$ cat src/rtl/writeback_arbiter_if.sv
// Writeback arbiter bus: execute-unit request side plus the single commit slot.
//   req_valid/req_allowin     per-requester handshake
//   req_rob_id/rd_phy/rd_data packed per-requester payload (requester i at [i*W +: W])
//   wb_*                      registered output slot toward the commit stage
//   wake_*                    wakeup broadcast taken from the retiring slot
// modport master: the arbiter; modport slave: the surrounding pipeline.
interface writeback_arbiter_if #(
    parameter int unsigned NUM_REQ  = 4,
    parameter int unsigned ROB_ID_W = 6,
    parameter int unsigned PHY_W    = 6,
    parameter int unsigned DATA_W   = 32
);
    localparam int unsigned SRC_W = (NUM_REQ > 1) ? $clog2(NUM_REQ) : 1;

    logic [NUM_REQ-1:0]          req_valid;
    logic [NUM_REQ-1:0]          req_allowin;
    logic [NUM_REQ*ROB_ID_W-1:0] req_rob_id;
    logic [NUM_REQ*PHY_W-1:0]    req_rd_phy;
    logic [NUM_REQ*DATA_W-1:0]   req_rd_data;

    logic                        wb_valid;
    logic                        wb_allowin;
    logic [ROB_ID_W-1:0]         wb_rob_id;
    logic [PHY_W-1:0]            wb_rd_phy;
    logic [DATA_W-1:0]           wb_rd_data;
    logic [SRC_W-1:0]            wb_src;

    logic                        wake_valid;
    logic [PHY_W-1:0]            wake_rd_phy;

    modport master (
        input  req_valid, req_rob_id, req_rd_phy, req_rd_data, wb_allowin,
        output req_allowin, wb_valid, wb_rob_id, wb_rd_phy, wb_rd_data, wb_src,
               wake_valid, wake_rd_phy
    );

    modport slave (
        output req_valid, req_rob_id, req_rd_phy, req_rd_data, wb_allowin,
        input  req_allowin, wb_valid, wb_rob_id, wb_rd_phy, wb_rd_data, wb_src,
               wake_valid, wake_rd_phy
    );
endinterface

$ cat src/rtl/writeback_arbiter.sv
// Round-robin arbiter sharing one registered commit/writeback slot among
// NUM_REQ execute units.
//   clk, rst   clock; synchronous active-high reset
//   flush      discards the slot and blocks grants this cycle
//   bus        writeback_arbiter_if.master (request handshake, payloads, slot, wakeup)
// req_allowin and wake_valid are combinational; every other output is registered.
module writeback_arbiter #(
    parameter int unsigned NUM_REQ  = 4,
    parameter int unsigned ROB_ID_W = 6,
    parameter int unsigned PHY_W    = 6,
    parameter int unsigned DATA_W   = 32
) (
    input  logic                 clk,
    input  logic                 rst,
    input  logic                 flush,
    writeback_arbiter_if.master  bus
);
    localparam int unsigned SRC_W = (NUM_REQ > 1) ? $clog2(NUM_REQ) : 1;

    logic [SRC_W-1:0]   last;
    logic               slot_free_c;
    logic               found_c;
    logic [SRC_W-1:0]   cand_c;
    logic [SRC_W-1:0]   win_c;
    logic [NUM_REQ-1:0] grant_c;

    assign slot_free_c = ~bus.wb_valid | bus.wb_allowin;

    // Round-robin search starting just after the last winner; only req_valid,
    // last, slot_free and flush feed the grant.
    always_comb begin
        found_c = 1'b0;
        cand_c  = '0;
        win_c   = '0;
        grant_c = '0;
        for (int unsigned k = 1; k <= NUM_REQ; k++) begin
            cand_c = SRC_W'((32'(last) + k) % NUM_REQ);
            if (!found_c && bus.req_valid[cand_c]) begin
                found_c = 1'b1;
                win_c   = cand_c;
            end
        end
        if (found_c && slot_free_c && !flush) begin
            grant_c[win_c] = 1'b1;
        end
    end

    assign bus.req_allowin = grant_c;

    // Wakeup fires as the slot retires, including during a flush.
    assign bus.wake_valid  = bus.wb_valid & bus.wb_allowin;
    assign bus.wake_rd_phy = bus.wb_rd_phy;

    // Output slot and round-robin pointer; a grant overwrites a retiring slot
    // in the same edge so there is no bubble.
    always_ff @(posedge clk) begin
        if (rst) begin
            last           <= SRC_W'(NUM_REQ - 1);
            bus.wb_valid   <= 1'b0;
            bus.wb_rob_id  <= '0;
            bus.wb_rd_phy  <= '0;
            bus.wb_rd_data <= '0;
            bus.wb_src     <= '0;
        end else if (|grant_c) begin
            last           <= win_c;
            bus.wb_valid   <= 1'b1;
            bus.wb_rob_id  <= bus.req_rob_id[32'(win_c)*ROB_ID_W +: ROB_ID_W];
            bus.wb_rd_phy  <= bus.req_rd_phy[32'(win_c)*PHY_W +: PHY_W];
            bus.wb_rd_data <= bus.req_rd_data[32'(win_c)*DATA_W +: DATA_W];
            bus.wb_src     <= win_c;
        end else if (bus.wb_allowin || flush) begin
            bus.wb_valid   <= 1'b0;
        end
    end
endmodule

$ cat src/flat_wrapper.sv
// flat-port wrapper written by rule: the top's interface ports become plain ports
module writeback_arbiter_flat 
#(
    parameter int unsigned NUM_REQ  = 4,
    parameter int unsigned ROB_ID_W = 6,
    parameter int unsigned PHY_W    = 6,
    parameter int unsigned DATA_W   = 32
)
  (clk, rst, flush, bus_req_valid, bus_req_rob_id, bus_req_rd_phy, bus_req_rd_data, bus_wb_allowin, bus_req_allowin, bus_wb_valid, bus_wb_rob_id, bus_wb_rd_phy, bus_wb_rd_data, bus_wb_src, bus_wake_valid, bus_wake_rd_phy);
  writeback_arbiter_if #(.NUM_REQ(NUM_REQ), .ROB_ID_W(ROB_ID_W), .PHY_W(PHY_W), .DATA_W(DATA_W)) bus_i ();
  input  logic clk;
  input  logic rst;
  input  logic flush;
  input wire logic [$bits(bus_i.req_valid)-1:0] bus_req_valid;
  input wire logic [$bits(bus_i.req_rob_id)-1:0] bus_req_rob_id;
  input wire logic [$bits(bus_i.req_rd_phy)-1:0] bus_req_rd_phy;
  input wire logic [$bits(bus_i.req_rd_data)-1:0] bus_req_rd_data;
  input wire logic [$bits(bus_i.wb_allowin)-1:0] bus_wb_allowin;
  output wire logic [$bits(bus_i.req_allowin)-1:0] bus_req_allowin;
  output wire logic [$bits(bus_i.wb_valid)-1:0] bus_wb_valid;
  output wire logic [$bits(bus_i.wb_rob_id)-1:0] bus_wb_rob_id;
  output wire logic [$bits(bus_i.wb_rd_phy)-1:0] bus_wb_rd_phy;
  output wire logic [$bits(bus_i.wb_rd_data)-1:0] bus_wb_rd_data;
  output wire logic [$bits(bus_i.wb_src)-1:0] bus_wb_src;
  output wire logic [$bits(bus_i.wake_valid)-1:0] bus_wake_valid;
  output wire logic [$bits(bus_i.wake_rd_phy)-1:0] bus_wake_rd_phy;
  assign bus_i.req_valid = bus_req_valid;
  assign bus_i.req_rob_id = bus_req_rob_id;
  assign bus_i.req_rd_phy = bus_req_rd_phy;
  assign bus_i.req_rd_data = bus_req_rd_data;
  assign bus_i.wb_allowin = bus_wb_allowin;
  assign bus_req_allowin = bus_i.req_allowin;
  assign bus_wb_valid = bus_i.wb_valid;
  assign bus_wb_rob_id = bus_i.wb_rob_id;
  assign bus_wb_rd_phy = bus_i.wb_rd_phy;
  assign bus_wb_rd_data = bus_i.wb_rd_data;
  assign bus_wb_src = bus_i.wb_src;
  assign bus_wake_valid = bus_i.wake_valid;
  assign bus_wake_rd_phy = bus_i.wake_rd_phy;
  writeback_arbiter #(.NUM_REQ(NUM_REQ), .ROB_ID_W(ROB_ID_W), .PHY_W(PHY_W), .DATA_W(DATA_W)) u_core (.clk(clk), .rst(rst), .flush(flush), .bus(bus_i));
endmodule
$ cat config.mk
export PLATFORM = sky130hd
export DESIGN_NAME = writeback_arbiter_flat
export DESIGN_NICKNAME = d
export VERILOG_FILES = /design/src/rtl/writeback_arbiter_if.sv /design/src/rtl/writeback_arbiter.sv /design/src/flat_wrapper.sv
export SDC_FILE = /design/constraint.sdc
export NUM_CORES = 1
export LEC_CHECK = 0
export BUFFER_PORTS_ARGS = -buffer_cell sky130_fd_sc_hd__buf_2
export CAP_MARGIN = 5
export CORE_AREA = 2 2 93 95
export CTS_BUF_LIST = sky130_fd_sc_hd__clkbuf_2
export DETAILED_ROUTE_END_ITERATION = 10
export DIE_AREA = 0 0 95 97
export PLACE_DENSITY = 0.78
export SLEW_MARGIN = 20
export SYNTH_ARGS = -nofsm -noshare
export SYNTH_HDL_FRONTEND = slang
export SYNTH_SLANG_ARGS = --single-unit
$ cat constraint.sdc
create_clock -name clk -period 3.5 [get_ports clk]
set_clock_uncertainty 0.1 [all_clocks]
set_input_delay 0.175 -clock clk [delete_from_list [all_inputs] [get_ports clk]]
set_output_delay 0.175 -clock clk [all_outputs]
set_load 0.02 [all_outputs]
==> impl_metrics.tcl, run 1 <==
set metrics [dict create \
    dr.pass1.iters 4 \
    dp_hpwl_microns 8300 \
    grt_pass1_vias 4137 \
    die-area_sq_um 9220 \
    viasPerCell 5.39 \
    die_w_microns 95 \
    cts_tree "yes" \
    drtIter0Drc 138 \
    placed_cells 671 \
    async_flop_share 0 \
    regArea_sq_um 981 \
    crit_slowest_cell "dfxtp_1" \
    initial_core_util 0.430 \
    port_buffers 241 \
    syn-num-nets 545 \
    ant_nets 0 \
    synth_edf_count 0 \
    fin_crit_sh 0.866 \
    r2r-end "u_core.bus.wake_rd_phy[0]$_SDFFE_PP0P_" \
    cp_slowest_stage_delay_ns 0.70 \
    routed_wl_microns 12500 \
    ys_ff_latch 49 \
    worstMarginPinSlew_ns 0.929 \
    grt_antenna_before_repair 0 \
    grt_pass1_wl_microns 18800 \
    cts_sinks 49 \
    htree_levels 2 \
    top_layer "met4" \
    pin_count 242 \
    critPathArrivalTime_ns 3.29 \
    fp-row-count 33 \
    postSynthCellCount 361 \
    r2r_start "u_core.last[1]$_SDFFE_PP1P_" \
    maxCapViolCount 0 \
    dr_wl_met3_microns 857 \
    finalSetupViolations 0 \
    overflow 0 \
    holdBufCountCts 69 \
    setup_tns_ns 0 \
    met2WireLength_microns 6470 \
    worstSetupPathType "reg2reg" \
    crit_path_start_kind "register" \
    antenna_cells 0 \
    finalNonFillerCells 749 \
    track_usage 0.254 \
    hold_violations 0 \
    r2r_cells 6 \
    peakVddDrop_mv 0.179 \
    cp.required_ns 3.76 \
    ff2ff_setup_slack_ns 0.47 \
    fill_cells 672 \
    syn_avg_cell_area_sq_um 9.69 \
    hold_start "bus_req_rd_data[69]" \
    yosysSeqAreaShare 0.280 \
    cts_buffers 5 \
    syn_to_final_growth_pct 51.6 \
    relSlewSlack 0.381 \
    cts_setup_buffers 0 \
    path_max_fanout 19 \
    m1WireLength_microns 4690 \
    die_h_microns 97 \
    num_vias 4039 \
    nets 829 \
    clock_latency_ns 0.41 \
    hp-class "in2reg" \
    leakage_nw 2.50 \
    ys_types 42 \
    wl_per_cell_microns 16.7 \
    worstSetupStartpoint "u_core.last[1]$_SDFFE_PP1P_" \
    crit_path_end_kind "register" \
    drc_errors 0 \
    setup.worst_path.end "u_core.bus.wake_rd_phy[0]$_SDFFE_PP0P_" \
    maxClockFrequency_ghz 0.330 \
    cp_cell_sequence "a221oi_1 > nor2b_2 > buf_4 > a21oi_1 > a211oi_2 > dlygate4sd3_1" \
    drive_gt1_frac 0.562 \
    slew_violations 0 \
    power_density_nw_per_um2 313 \
    clock_path_buffers 2 \
    grt_setup_unrepaired "false" \
    synth-main-ff-cell "dfxtp_1" \
    synth_area_sq_um 3500 \
    grt_max_degree 50 \
    core_area_sq_um 8130 \
    gp_congestion 0.809 \
    multi_input_area_sq_um 2170 \
    path_clk_slew_ns 0.25 \
    post_cts_resized 0 \
    yosys_warnings 0 \
    min_period_ns 3.03 \
    status "completed" \
    cts-root-buf "clkbuf_2" \
]
-- kinds of logic after synthesis --
family | synth area share
compound gates | 0.366
buf+inv | 0.102
flops | 0.280
mux | 0.146
simple gates | 0.106
-- state kept, by name, indices dropped and copies added (netlist names) --
name	flops
u_core.bus.wake_rd_phy	6
u_core.bus.wb_valid	1
u_core.bus.wb_src	2
u_core.bus.wb_rob_id	6
u_core.bus.wb_rd_data	32
u_core.last	2
-- per-layer routing --
layer	vias up	GRT usage
li1	1917	-
met1	1883	0.275
met2	195	0.471
met3	44	0.0421
met4	0	0.113
met5	-	0
-- cell usage after synthesis (2+ instances only) --
| cell type | n | share of area |
|---|---|---|
| a211oi_1 | 17 | 0.036 |
| a211oi_2 | 28 | 0.10 |
| a21oi_1 | 38 | 0.054 |
| a221oi_1 | 10 | 0.025 |
| a22oi_1 | 7 | 0.015 |
| a22oi_2 | 28 | 0.10 |
| and2_1 | 2 | 0.0036 |
| buf_2 | 7 | 0.010 |
| buf_4 | 9 | 0.019 |
| buf_6 | 10 | 0.032 |
| buf_8 | 2 | 0.0086 |
| clkbuf_1 | 7 | 0.0075 |
| clkbuf_8 | 2 | 0.0079 |
| dfxtp_1 | 49 | 0.28 |
| dlygate4sd3_1 | 3 | 0.0086 |
| inv_1 | 3 | 0.0032 |
| mux2_1 | 4 | 0.013 |
| mux2_2 | 36 | 0.12 |
| mux2_4 | 4 | 0.017 |
| nand2_1 | 13 | 0.014 |
| nor2_1 | 52 | 0.056 |
| nor2b_1 | 3 | 0.0054 |
| nor3_1 | 8 | 0.011 |
-- cell type report --
cell class / count / area share
Multi-Input combinational cell: 267 / 0.410
Sequential cell: 49 / 0.185
Clock inverter: 1 / 0.000944
Timing Repair Buffer: 319 / 0.372
Clock buffer: 5 / 0.00472
Tap cell: 105 / 0.0248
Inverter: 3 / 0.00212
-- worst min-delay path by stage --
stage	to	cells after the start	slack (ns)
2_1_floorplan	u_core.bus.wb_valid$_SDFFE_PP0P_	1	0.15
5_1_grt	u_core.bus.wake_rd_phy[4]$_SDFFE_PP0P_	3	0.005
4_1_cts	u_core.bus.wb_rob_id[5]$_SDFFE_PP0P_	3	0.0005
3_3_place_gp	u_core.bus.wb_valid$_SDFFE_PP0P_	2	0.28
3_5_place_dp	u_core.bus.wb_valid$_SDFFE_PP0P_	2	0.29
6_report	u_core.bus.wb_rd_data[5]$_SDFFE_PP0P_	3	0.03
-- cells in the final DEF, fill, tap and decap left out, types with 2 or more instances in the layout --
cell / synthesis / layout
nor2_1: 52 / 52
mux2_1: 4 / 4
dfxtp_1: 49 / 49
a22oi_1: 7 / 7
mux2_4: 4 / 4
buf_2: 7 / 240
and2_1: 2 / 2
a21oi_1: 38 / 38
clkbuf_2: 0 / 5
nor2b_1: 3 / 2
a211oi_2: 28 / 28
a221oi_1: 10 / 10
a211oi_1: 17 / 17
dlygate4sd3_1: 3 / 72
buf_4: 9 / 7
inv_1: 3 / 3
mux2_2: 36 / 36
a22oi_2: 28 / 28
nor3_1: 8 / 7
nand2_1: 13 / 13
-- through the flow --
stage          power (mW)  setup slack (ns)  hold slack (ns)  instance area [sq um]   util
6_report             1.66             0.470           0.0303                   5300  0.652
4_1_cts              1.66             0.542         0.000480                   5270  0.648
2_1_floorplan        1.16              1.65            0.154                   3500      -
5_1_grt              1.75             0.237          0.00527                   5300  0.652
3_5_place_dp         1.36              1.06            0.289                   4550  0.560
3_3_place_gp         1.34              1.13            0.285                   4550  0.559
-- report_power, final --
part / leakage [nW] / internal (mW) / total (mW) / switching [mW]
combinational: 2.06 / 0.378 / 0.795 / 0.417
clock: 0.0247 / 0.0408 / 0.217 / 0.176
sequential: 0.406 / 0.613 / 0.647 / 0.0342
total: 2.50 / 1.03 / 1.66 / 0.627
-- critical path: cells and delay by family, from the launching register on --
kind | cells | cell delay (ns)
AND/OR/NAND/NOR | 1 | 0.69
flip-flops | 1 | 0.70
AO/OA/AOI/OAI | 3 | 0.55
buffers and inverters | 2 | 0.97
Power figures use the tool's default switching activity.
==> inputs of run 2 (changes only) <==
Settings changed: RECOVER_POWER set to 100.
==> impl_metrics.tcl, run 2 (synthesis results as in run 1) <==
set metrics [dict create \
    cts-root-buf "clkbuf_2" \
    die_w_microns 95 \
    path_max_fanout 19 \
    cts_setup_buffers 0 \
    critPathArrivalTime_ns 3.39 \
    path_clk_slew_ns 0.25 \
    initial_core_util 0.430 \
    hold_violations 0 \
    antenna_cells 0 \
    cts_buffers 5 \
    slew_violations 49 \
    violations "max-capacitance violations, max-slew violations" \
    hold_start "bus_req_rd_phy[10]" \
    regMostFlops "u_core.bus.wb_rd_data" \
    peakVddDrop_mv 0.179 \
    grt_pass1_vias 4137 \
    hold-path-cell-count 3 \
    grt_busiest_layer "met2" \
    die_h_microns 97 \
    wl_per_cell_microns 16.8 \
    cts_tree "yes" \
    grt_setup_unrepaired "false" \
    grt_max_degree 50 \
    fill_cells 711 \
    largest_reg_flops 32 \
    fin_crit_sh 0.888 \
    maxClockFrequency_ghz 0.322 \
    fin_ws_ns 0.393 \
    core_area_sq_um 8130 \
    worstMarginPinSlew_ns 1.72 \
    ff2ff_setup_slack_ns 0.39 \
    holdWs_ns 0.0206 \
    gp_congestion 0.809 \
    design_area_sq_um 5200 \
    viasPerCell 5.41 \
    r2r-end "u_core.bus.wb_rd_data[24]$_SDFFE_PP0P_" \
    drive_gt1_frac 0.461 \
    r2r_start "u_core.last[1]$_SDFFE_PP1P_" \
    maxCapViolCount 1 \
    cp.required_ns 3.78 \
    finalSetupViolations 0 \
    postPlaceCellArea_sq_um 4550 \
    hp-class "in2reg" \
    die-area_sq_um 9220 \
    hold_end "u_core.bus.wake_rd_phy[4]$_SDFFE_PP0P_" \
    grt_use_met1 0.275 \
    ant_nets 0 \
    track_usage 0.254 \
    grt_use_met3 0.0421 \
    use_met2 0.471 \
    grt_antenna_before_repair 0 \
    syn_to_final_growth_pct 48.5 \
    power_density_nw_per_um2 316 \
    dp_hpwl_microns 8300 \
    fp-row-count 33 \
    clock_path_buffers 2 \
    crit_path_end_kind "register" \
    r2r_cells 6 \
    worstSetupPathType "reg2reg" \
    routed_wl_microns 12600 \
    drtIter0Drc 125 \
    min_period_ns 3.11 \
    relSlewSlack -0.147 \
    setup_tns_ns 0 \
    pin_count 242 \
    drc_errors 0 \
    mostFrequentLayoutCells "184 x buf_2, 72 x dlygate4sd3_1, 56 x clkbuf_1" \
    overflow 0 \
    grt_pass1_wl_microns 18800 \
    nets 829 \
    mostFrequentLayoutCell "buf_2" \
    clock_latency_ns 0.41 \
    num_vias 4052 \
    status "finished with violations" \
    dr.pass1.iters 4 \
    htree_levels 2 \
    total_power_mw 1.64 \
    crit_path_start_kind "register" \
    worstSetupStartpoint "u_core.last[1]$_SDFFE_PP1P_" \
    cts_sinks 49 \
    place_ws_ns 1.06 \
    port_buffers 241 \
    leakage_nw 2.28 \
]
[run 2: changes by cell type in the layout (fill, tap and decap cells not counted), sizes merged]
cell,delta
buf,-56
clkbuf,+56
[run 2: cell type report]
cell class | instances | area [sq um] | share of cell area
clock buffers | 5 | 25.0 | 0.00482
clock inverters | 1 | 5.00 | 0.000963
inverters | 3 | 11.3 | 0.00217
multi-input cells | 267 | 2140 | 0.412
flip-flops and latches | 49 | 981 | 0.189
well taps | 105 | 131 | 0.0253
repair buffers | 319 | 1900 | 0.366
[run 2: power by group]
part	leakage (nW)	internal (mW)	switching, mW
Combinational	1.85	0.360	0.414
Sequential	0.406	0.613	0.0360
Clock	0.0247	0.0408	0.180
[run 2: critical path, stage by stage, from the launching register on]
cell,delay [ns]
dfxtp_1,0.70
a221oi_1,0.20
nor2b_2,0.69
buf_4,0.38
a21oi_1,0.11
a211oi_1,0.33
dlygate4sd3_1,0.58
[run 2: worst max-delay path by stage]
stage          cells past startpoint                                endpoint
3_5_place_dp                       5  u_core.bus.wb_rd_data[17]$_SDFFE_PP0P_
4_1_cts                            6  u_core.bus.wb_rd_data[24]$_SDFFE_PP0P_
2_1_floorplan                      5                      bus_req_allowin[1]
5_1_grt                            6  u_core.bus.wake_rd_phy[0]$_SDFFE_PP0P_
6_report                           6  u_core.bus.wb_rd_data[24]$_SDFFE_PP0P_
3_3_place_gp                       5  u_core.bus.wb_rd_data[21]$_SDFFE_PP0P_
[run 2: metrics by stage]
step | std cells | utilization
floorplan | 361 | -
global placement | 671 | 0.559
detailed placement | 671 | 0.560
CTS | 746 | 0.648
global route | 749 | 0.639
finish | 749 | 0.639
[run 2: metal layers]
metal / part of all wire / wire length [microns] / vias up
met2: 0.51 / 6440 / 203
met4: 0.040 / 499 / 0
met1: 0.38 / 4740 / 1888
li1: - / - / 1917
met3: 0.069 / 871 / 44
met5: 0 / 0 / -
[run 2: repair_timing]
action / 4_1_cts / 5_1_grt
hold buffers: 69 / 3
resized for setup: 0 / 0
hold endpoints to repair: 39 / 3
==> inputs of run 3 (changes only) <==
Settings changed: CORE_AREA 2 2 93 95 to 2 2 94 96, CTS_BUF_LIST sky130_fd_sc_hd__clkbuf_2 to not set, DIE_AREA 0 0 95 97 to 0 0 96 98, PLACE_DENSITY 0.78 to 0.77.
==> impl_metrics.tcl, run 3 (synthesis results as in run 1) <==
set metrics [dict create \
    drive_gt1_frac 0.516 \
    cts_setup_buffers 0 \
    finalSetupViolations 0 \
    cp_cell_sequence "nor2b_1 > or3_1 > nor3_1 > clkbuf_1" \
    drc_errors 0 \
    die-area_sq_um 9410 \
    clock_latency_ns 0.30 \
    worstMarginPinSlew_ns 1.73 \
    r2r_start "u_core.last[1]$_SDFFE_PP1P_" \
    regMostFlops "u_core.bus.wb_rd_data" \
    antenna_cells 0 \
    path_max_fanout 48 \
    grt_max_degree 50 \
    post_cts_resized 0 \
    violations "max-capacitance violations, max-slew violations" \
    die_w_microns 96 \
    largest_reg_flops 32 \
    mostFrequentLayoutCell "buf_2" \
    mostFrequentLayoutCells "183 x buf_2, 57 x clkbuf_1, 52 x nor2_1" \
    crit_path_start_kind "register" \
    overflow 0 \
    drtIter0Drc 79 \
    grt_setup_unrepaired "false" \
    grt_pass1_vias 3565 \
    hold_start "bus_req_rd_data[116]" \
    peakVddDrop_mv 0.211 \
    die_h_microns 98 \
    path_clk_slew_ns 0.09 \
    crit_path_end_kind "output port" \
    htree_levels 2 \
    nets 757 \
    core_area_sq_um 8470 \
    design_area_sq_um 4530 \
    cts_buffers 5 \
    port_buffers 241 \
    gp_congestion 0.805 \
    cp_slowest_stage_delay_ns 1.30 \
    dr.pass1.iters 4 \
    worstSetupStartpoint "u_core.bus.wb_valid$_SDFFE_PP0P_" \
    worstSetupPathType "reg2out" \
    viasPerCell 5.37 \
    fill_cells 838 \
    cts_tree "yes" \
    hp-class "in2reg" \
    power_density_nw_per_um2 370 \
    initial_core_util 0.413 \
    hold_violations 0 \
    multi_input_area_sq_um 2130 \
    holdBufCountCts 1 \
    grt_antenna_before_repair 0 \
    min_period_ns 2.79 \
    regArea_sq_um 981 \
    track_usage 0.226 \
    fp-row-count 34 \
    routed_wl_microns 11200 \
    relSlewSlack -0.155 \
    maxClockFrequency_ghz 0.358 \
    num_vias 3659 \
    ant_nets 0 \
    cts_sinks 49 \
    wl_per_cell_microns 16.4 \
    critPathArrivalTime_ns 2.52 \
    postPlaceCellArea_sq_um 4550 \
    grt_pass1_wl_microns 16900 \
    syn_to_final_growth_pct 29.6 \
    leakage_nw 1.95 \
    status "finished with violations" \
    cp.required_ns 3.22 \
    fin_crit_sh 0.798 \
    slew_violations 49 \
    cts-root-buf "clkbuf_8" \
    pin_count 242 \
    maxCapViolCount 1 \
    total_power_mw 1.68 \
    setup_tns_ns 0 \
    crit_slowest_cell "or3_1" \
    dp_hpwl_microns 8340 \
    clock_path_buffers 2 \
]
[run 3: worst max-delay path: cells and delay by family (launching register included)]
kind,cells,cell delay [ns]
AND/OR/NAND/NOR,3,1.62
flip-flops,1,0.35
buffers and inverters,1,0.23
[run 3: final cells by class]
type / count / area share
clock inverters: 2 / 0.00304
well taps: 108 / 0.0298
repair buffers: 247 / 0.261
flip-flops and latches: 49 / 0.216
inverters: 3 / 0.00248
multi-input cells: 267 / 0.469
clock buffers: 6 / 0.0182
[run 3: path summary, 6_finish.rpt]
kind / to / slack, ns / cells after the start
worst min-delay path: u_core.bus.wb_rd_data[20]$_SDFFE_PP0P_ / 0.1 / 3
worst max register to register: u_core.bus.wb_rd_data[24]$_SDFFE_PP0P_ / 0.95 / 5
worst max-delay path: bus_req_allowin[1] / 0.71 / 4
worst min register to register: u_core.bus.wb_src[1]$_SDFFE_PP0P_ / 0.36 / 2
[run 3: where the power goes]
part           leakage [nW]  switching (mW)  internal, mW  total, mW
logic                  1.49           0.389         0.289      0.679
clock network        0.0512           0.192         0.161      0.353
registers             0.406          0.0358         0.612      0.648
[run 3: per-layer routing]
| metal | wire (microns) | up-vias | global-route usage |
|---|---|---|---|
| met3 | 836 | 18 | 0.0401 |
| met2 | 5870 | 177 | 0.421 |
| met4 | 187 | 0 | 0.0582 |
| li1 | - | 1769 | - |
| met5 | 0 | - | 0 |
| met1 | 4260 | 1695 | 0.260 |
[run 3: through the flow]
stage | cells | setup slack (ns) | hold slack, ns | utilization
after floorplan | 361 | 1.65 | 0.154 | -
after global placement | 673 | 1.12 | 0.285 | 0.537
after detailed placement | 673 | 1.01 | 0.286 | 0.537
after CTS | 682 | 0.895 | 0.0801 | 0.550
after global routing | 682 | 0.456 | 0.0959 | 0.536
final | 682 | 0.707 | 0.0991 | 0.536
